<file path="src/rtl/adaptive_filter_pkg.sv">
// Shared types for the adaptive filter and its downstream stages.
package adaptive_filter_pkg;

  localparam int unsigned AF_DATA_WIDTH = 14;

  typedef logic signed [AF_DATA_WIDTH-1:0] af_sample_t;

endpackage

</file>
<file path="src/rtl/af_sync_fifo.sv">
// Pointer-based first-word-fall-through FIFO with occupancy output.
module af_sync_fifo #(
  parameter int unsigned WIDTH = 17,
  parameter int unsigned DEPTH = 8
) (
  input  logic                           clk,
  input  logic                           srst,
  input  logic                           push_i,
  input  logic [WIDTH-1:0]               wr_data_i,
  input  logic                           pop_i,
  output logic [WIDTH-1:0]               rd_data_o,
  output logic                           valid_o,
  output logic                           full_o,
  output logic [$clog2(DEPTH+1)-1:0]     level_o
);

  localparam int unsigned PTR_W = $clog2(DEPTH);
  localparam int unsigned LVL_W = $clog2(DEPTH + 1);

  logic [WIDTH-1:0] mem_q [DEPTH];
  logic [PTR_W-1:0] wr_ptr_q, wr_ptr_d;
  logic [PTR_W-1:0] rd_ptr_q, rd_ptr_d;
  logic [LVL_W-1:0] level_q, level_d;
  logic             wr_en, rd_en;

  assign valid_o   = (level_q != '0);
  assign full_o    = (level_q == LVL_W'(DEPTH));
  assign level_o   = level_q;
  assign rd_data_o = valid_o ? mem_q[rd_ptr_q] : '0;

  // A full FIFO still takes a write when the head leaves in the same cycle.
  assign wr_en = push_i && (!full_o || pop_i);
  assign rd_en = pop_i && valid_o;

  always_comb begin
    wr_ptr_d = wr_ptr_q;
    rd_ptr_d = rd_ptr_q;
    level_d  = level_q;
    if (wr_en) wr_ptr_d = wr_ptr_q + PTR_W'(1);
    if (rd_en) rd_ptr_d = rd_ptr_q + PTR_W'(1);
    case ({wr_en, rd_en})
      2'b10:   level_d = level_q + LVL_W'(1);
      2'b01:   level_d = level_q - LVL_W'(1);
      default: level_d = level_q;
    endcase
  end

  always_ff @(posedge clk) begin
    if (srst) begin
      wr_ptr_q <= '0;
      rd_ptr_q <= '0;
      level_q  <= '0;
    end else begin
      wr_ptr_q <= wr_ptr_d;
      rd_ptr_q <= rd_ptr_d;
      level_q  <= level_d;
    end
  end

  always_ff @(posedge clk) begin
    if (wr_en) mem_q[wr_ptr_q] <= wr_data_i;
  end

endmodule

</file>
<file path="src/rtl/af_out_decimator.sv">
// Drops filter settling transients, averages groups of 2**DECIM_LOG2 samples
// with round-half-up, and streams results through a FWFT FIFO.
module af_out_decimator
  import adaptive_filter_pkg::*;
#(
  parameter int unsigned DATA_WIDTH    = AF_DATA_WIDTH,
  parameter int unsigned OUT_WIDTH     = 16,
  parameter int unsigned DECIM_LOG2    = 2,
  parameter int unsigned SETTLE_CYCLES = 8,
  parameter int unsigned FIFO_DEPTH    = 8
) (
  input  logic                               clk,
  input  logic                               srst,
  input  logic                               ctrl,
  input  logic [DATA_WIDTH-1:0]              s_tdata,
  output logic [OUT_WIDTH-1:0]               m_tdata,
  output logic                               m_tuser,
  output logic                               m_tvalid,
  input  logic                               m_tready,
  output logic [$clog2(FIFO_DEPTH+1)-1:0]    fifo_level,
  output logic                               ovf_sticky,
  input  logic                               clr_ovf
);

  localparam int unsigned ACC_W = DATA_WIDTH + DECIM_LOG2 + 1;
  localparam int unsigned CNT_W = (DECIM_LOG2 == 0) ? 1 : DECIM_LOG2;
  localparam int unsigned SET_W = (SETTLE_CYCLES == 0) ? 1 : $clog2(SETTLE_CYCLES + 1);

  localparam logic [CNT_W-1:0]         LAST_CNT = CNT_W'((1 << DECIM_LOG2) - 1);
  localparam logic signed [ACC_W-1:0]  ROUND    = ACC_W'((1 << DECIM_LOG2) >> 1);
  localparam logic signed [DATA_WIDTH-1:0] D_MAX = DATA_WIDTH'((1 << (DATA_WIDTH - 1)) - 1);
  localparam logic signed [ACC_W-1:0]  S_MAX    = ACC_W'(D_MAX);
  localparam logic signed [ACC_W-1:0]  S_MIN    = ~S_MAX;

  logic                          ctrl_q, ctrl_d;
  logic [SET_W-1:0]              settle_q, settle_d;
  logic [CNT_W-1:0]              cnt_q, cnt_d;
  logic signed [ACC_W-1:0]       acc_q, acc_d;
  logic                          tuser_q, tuser_d;
  logic                          ovf_q, ovf_d;

  logic signed [ACC_W-1:0]       sample_ext, sum, avg;
  logic signed [DATA_WIDTH-1:0]  res_sat;
  logic                          push, push_tuser, pop, fifo_full, drop;
  logic [OUT_WIDTH:0]            rd_data;

  assign sample_ext = ACC_W'($signed(s_tdata));
  assign sum        = acc_q + sample_ext + ROUND;
  assign avg        = sum >>> DECIM_LOG2;
  assign push_tuser = (cnt_q == '0) ? ctrl_q : tuser_q;
  assign pop        = m_tvalid && m_tready;
  assign drop       = push && fifo_full && !pop;

  // Saturate the average to the input sample range.
  always_comb begin
    res_sat = DATA_WIDTH'(avg);
    if (avg > S_MAX)      res_sat = D_MAX;
    else if (avg < S_MIN) res_sat = ~D_MAX;
  end

  // Mode-edge / settle / accumulate sequencing.
  always_comb begin
    ctrl_d   = ctrl;
    settle_d = settle_q;
    cnt_d    = cnt_q;
    acc_d    = acc_q;
    tuser_d  = tuser_q;
    ovf_d    = ovf_q;
    push     = 1'b0;
    if (ctrl != ctrl_q) begin
      settle_d = SET_W'(SETTLE_CYCLES);
      cnt_d    = '0;
      acc_d    = '0;
    end else if (settle_q != '0) begin
      settle_d = settle_q - SET_W'(1);
    end else begin
      if (cnt_q == '0) tuser_d = ctrl_q;
      if (cnt_q == LAST_CNT) begin
        push  = 1'b1;
        cnt_d = '0;
        acc_d = '0;
      end else begin
        cnt_d = cnt_q + CNT_W'(1);
        acc_d = acc_q + sample_ext;
      end
    end
    // A drop in the same cycle as a clear leaves the flag set.
    if (drop)         ovf_d = 1'b1;
    else if (clr_ovf) ovf_d = 1'b0;
  end

  always_ff @(posedge clk) begin
    if (srst) begin
      ctrl_q   <= ctrl;
      settle_q <= SET_W'(SETTLE_CYCLES);
      cnt_q    <= '0;
      acc_q    <= '0;
      tuser_q  <= 1'b0;
      ovf_q    <= 1'b0;
    end else begin
      ctrl_q   <= ctrl_d;
      settle_q <= settle_d;
      cnt_q    <= cnt_d;
      acc_q    <= acc_d;
      tuser_q  <= tuser_d;
      ovf_q    <= ovf_d;
    end
  end

  af_sync_fifo #(
    .WIDTH (OUT_WIDTH + 1),
    .DEPTH (FIFO_DEPTH)
  ) u_fifo (
    .clk       (clk),
    .srst      (srst),
    .push_i    (push),
    .wr_data_i ({push_tuser, OUT_WIDTH'(res_sat)}),
    .pop_i     (pop),
    .rd_data_o (rd_data),
    .valid_o   (m_tvalid),
    .full_o    (fifo_full),
    .level_o   (fifo_level)
  );

  assign m_tdata    = rd_data[OUT_WIDTH-1:0];
  assign m_tuser    = rd_data[OUT_WIDTH];
  assign ovf_sticky = ovf_q;

endmodule

</file>
<file path="config.mk">
export PLATFORM = sky130hd
export DESIGN_NAME = af_out_decimator
export DESIGN_NICKNAME = d
export VERILOG_FILES = /design/src/rtl/adaptive_filter_pkg.sv /design/src/rtl/af_sync_fifo.sv /design/src/rtl/af_out_decimator.sv
export SDC_FILE = /design/constraint.sdc
export NUM_CORES = 1
export LEC_CHECK = 0
export ABC_AREA = 1
export BUFFER_PORTS_ARGS = -buffer_cell sky130_fd_sc_hd__buf_4
export CAP_MARGIN = 20
export CORE_MARGIN = 1.5
export CORE_UTILIZATION = 60
export CTS_CLUSTER_SIZE = 24
export DETAILED_ROUTE_END_ITERATION = 12
export GPL_TIMING_DRIVEN = 0
export HOLD_SLACK_MARGIN = 0.03
export PLACE_DENSITY_LB_ADDON = 0.15
export SETUP_SLACK_MARGIN = 0.2
export SYNTH_ARGS = -nofsm -noshare
export SYNTH_HDL_FRONTEND = slang
export SYNTH_HIERARCHICAL = 1
export SYNTH_SLANG_ARGS = --single-unit
</file>
<file path="constraint.sdc">
create_clock -name clk -period 3.7 [get_ports clk]
set_input_delay 0.74 -clock clk [delete_from_list [all_inputs] [get_ports clk]]
set_output_delay 0.74 -clock clk [all_outputs]
set_load 0.1 [all_outputs]
</file>
==> impl_metrics.ini <==
[synthesis]
synthFlopType = edfxtp_1
synth-seq-cells = 175
synth.distinct_cells = 41
synth_top_cell_area_share = 0.4645
synth-seq-area-share = 0.5533
syn_inst = 969
synth-edff-count = 136
ys_warn_count = 6
synth_top_area_cell = edfxtp_1
synthesis.nets = 1015
synth_area_um2 = 8792
syn_area_per_cell_um2 = 9.073
synth_area_leaders = edfxtp_1, nand2_1, dfxtp_1, nor2_1, o21ai_0
synthArstFlopShare = 0

[clocking]
numCtsBuffers = 17
htreeDepth = 4
clk_latency_ns = 0.43
clock_path_buffers = 2
hold_buffers = 0
cts.sinks = 175
root_buffer = clkbuf_16
clk_transition_reported_paths_ns = 0.07
post_cts_buffers = 0
cts_tree = built

[layout]
area_delta_synth_final_pct = 14.77
drive_gt1_frac = 0.1576
diodes = 0
fin_nets = 1080
stdcell_count = 1231

[run_status]
status = finished, final reports clean

[power_and_ir_drop]
leakage_nw = 4.103
powerDensity_nw_per_um2 = 421.7
irDropWorstVdd_mv = 0.3120

[setup_path]
rrSetupSlack_ns = 0.44
cp.required_ns = 3.81
critPathTopFamily = simple AND/OR/NAND/NOR gates
crit_arrival_ns = 3.38
r2r-start = u_fifo/level_o[2]
cp_common_cell = nand2_1
regToRegEndpoint = u_fifo/mem_q[0][12]
path_cells = buf_4 -> ha_1 -> fa_2 -> nand2_1 -> nand2_1 -> inv_1 -> ha_1 -> nand3_1 -> nor2_2 -> nand2_1 -> nor2_1 -> nand3_1 -> nor2_2 -> nand3_1 -> nand2_1 -> nand3_4 -> nand2_1 -> nand2_1
path_class = in2reg
rr_worst_depth = 10
worstSetupStartpointType = input pin
slowest_stage = fa_2
worst-path-buf-inv = 2
cp-end-kind = flop
max_stage_delay_ns = 0.40
crit_fanout = 10

[hold_path]
min_path_cells = 1
hold_path.class = in2reg
whs_endpoint = ctrl_q
hp-start = ctrl

[die]
core_area_um2 = 14420
die_w_um = 124.1
rows = 44
die_area_um2 = 15390
fp.dieH_um = 124.1
boundaryPins = 42
start_util = 0.6096

[global_route]
overflow = 0
grt_pass1_vias = 6359
grt_pass1_wl_mm = 31.92
antenna_found_initial = 0
grt_max_degree = 25
track_usage = 0.2802

[sta]
skew_ns = 0.01105
rsz0062_at_grt = false
worst_pin_slew_ns = 1.184
finalHoldViolations = 0
post-route-period-util = 0.8851
relSlewSlack = 0.2097
fmaxAchievable_mhz = 305.4
setup_violations = 0
min_period_ns = 3.275
fin_setup_tns_ns = 0
slew_viol_final = 0
fin_hold_ws_ns = 0.4264

[placement]
gp_congestion = 0.9187
placedCellCount = 1197
dp_hpwl_mm = 13.88
portBuffers = 41

[job]
maxCapViolations = 0

[routing]
drt-wirelength-per-cell_um = 16.53
drtIter0Drc = 661
dr_total_vias = 6844
drc = 0
drt-total-wl_mm = 20.35
antenna_left = 0
via_per_inst = 5.560
drt_pre_antenna_iters = 5
[power by group]
| part | internal [W] | total (W) | switching (W) |
|---|---|---|---|
| registers | 0.00217 | 0.00218 | 0.00000533 |
| clock network | 0.000999 | 0.00173 | 0.000732 |
| logic | 0.000102 | 0.000346 | 0.000244 |
| total | 0.00327 | 0.00426 | 0.000981 |
[kinds of logic after synthesis]
family | share of synthesized area
compound gates | 0.1002
xor+xnor | 0.01793
buf+inv | 0.06105
simple gates | 0.2283
flops | 0.5533
fa+ha+maj | 0.03928
[area by class of cell]
type / instances / area (um2)
sequential: 175 / 4870
clock buffer: 20 / 436.7
inverter: 96 / 360.3
timing repair buffer: 46 / 387.9
buffer: 31 / 176.4
tap: 184 / 230.2
clock inverter: 12 / 132.6
multi-input combinational: 667 / 3497
fill: 1115 / 4333
[what timing repair did]
action                                  CTS  global route
endpoints found under the setup margin    0           104
gates resized for setup                   0             8
hold endpoints to repair                  0             0
[synthesized netlist by cell type, types with 2 or more instances]
cell type	count
buf_2	6
a21oi_1	40
o21ai_1	7
inv_2	10
and2_1	3
nand3_1	33
nand3b_1	2
o21a_1	2
xor2_1	12
nand2_4	5
buf_6	5
o22ai_1	17
nor2_2	6
nand4_1	11
inv_1	85
dfxtp_1	39
o211ai_1	17
nand3_2	5
clkbuf_1	14
nor2_1	164
xnor2_1	6
nand2_1	211
nand2_2	13
a211oi_1	2
clkbuf_2	3
o21ai_0	73
buf_4	3
edfxtp_1	136
nor2_4	2
ha_1	26
[state kept, by name, indices dropped and copies added (netlist names), named ones only]
name	flops
u_fifo/mem_q	136
acc_q	17
settle_q	4
u_fifo/level_o	4
u_fifo/rd_ptr_q	3
u_fifo/wr_ptr_q	3
cnt_q	2
ctrl_q	1
ovf_sticky	1
tuser_q	1
[worst max-delay path by stage]
stage               slack [ns]               from  depth (start not counted)                   to
floorplan                 0.41  u_fifo/level_o[2]                         11   u_fifo/mem_q[1][0]
global placement         -0.09         s_tdata[0]                         15  u_fifo/mem_q[4][12]
detailed placement       -0.12         s_tdata[0]                         15  u_fifo/mem_q[4][12]
CTS                       0.31         s_tdata[0]                         15  u_fifo/mem_q[7][12]
global route              0.25         s_tdata[0]                         18   u_fifo/mem_q[6][6]
finish                    0.43         s_tdata[0]                         18   u_fifo/mem_q[2][1]
[layer usage]
metal / global-route usage / vias to the layer above / part of all wire
li1: - / 3382 / -
met1: 0.3589 / 3203 / 0.42
met2: 0.4842 / 224 / 0.50
met3: 0.04350 / 35 / 0.059
met4: 0.09943 / 0 / 0.023
met5: 0 / - / 0
[cells in the final DEF, fill, tap and decap left out, drive strengths merged, types with 2 or more instances in the layout]
| cell type | netlist | final |
|---|---|---|
| nand2 | 229 | 229 |
| nor2 | 173 | 173 |
| edfxtp | 136 | 136 |
| inv | 95 | 99 |
| o21ai | 80 | 80 |
| buf | 14 | 59 |
| a21oi | 41 | 41 |
| dfxtp | 39 | 39 |
| nand3 | 39 | 39 |
| clkbuf | 17 | 38 |
| ha | 26 | 26 |
| o22ai | 17 | 17 |
| o211ai | 17 | 17 |
| xor2 | 12 | 12 |
| nand4 | 12 | 12 |
| xnor2 | 6 | 6 |
| clkinv | 1 | 6 |
| and2 | 3 | 3 |
| nand3b | 2 | 2 |
| o21a | 2 | 2 |
| a211oi | 2 | 2 |
| bufinv | 0 | 2 |
| or2 | 2 | 2 |
[per-stage QoR]
| step | instance area [um2] | util | setup WS [ns] | total power (W) |
|---|---|---|---|---|
| 2_1_floorplan | 8870 | - | 0.4075 | 0.002461 |
| 3_3_place_gp | 9408 | 0.6522 | -0.09203 | 0.002550 |
| 3_5_place_dp | 9475 | 0.6569 | -0.1214 | 0.002559 |
| 4_1_cts | 10040 | 0.6964 | 0.3144 | 0.004270 |
| 5_1_grt | 10090 | 0.6996 | 0.2469 | 0.004409 |
| 6_report | 10090 | 0.6996 | 0.4251 | 0.004256 |
No activity file was read; power rests on OpenSTA's default activity.
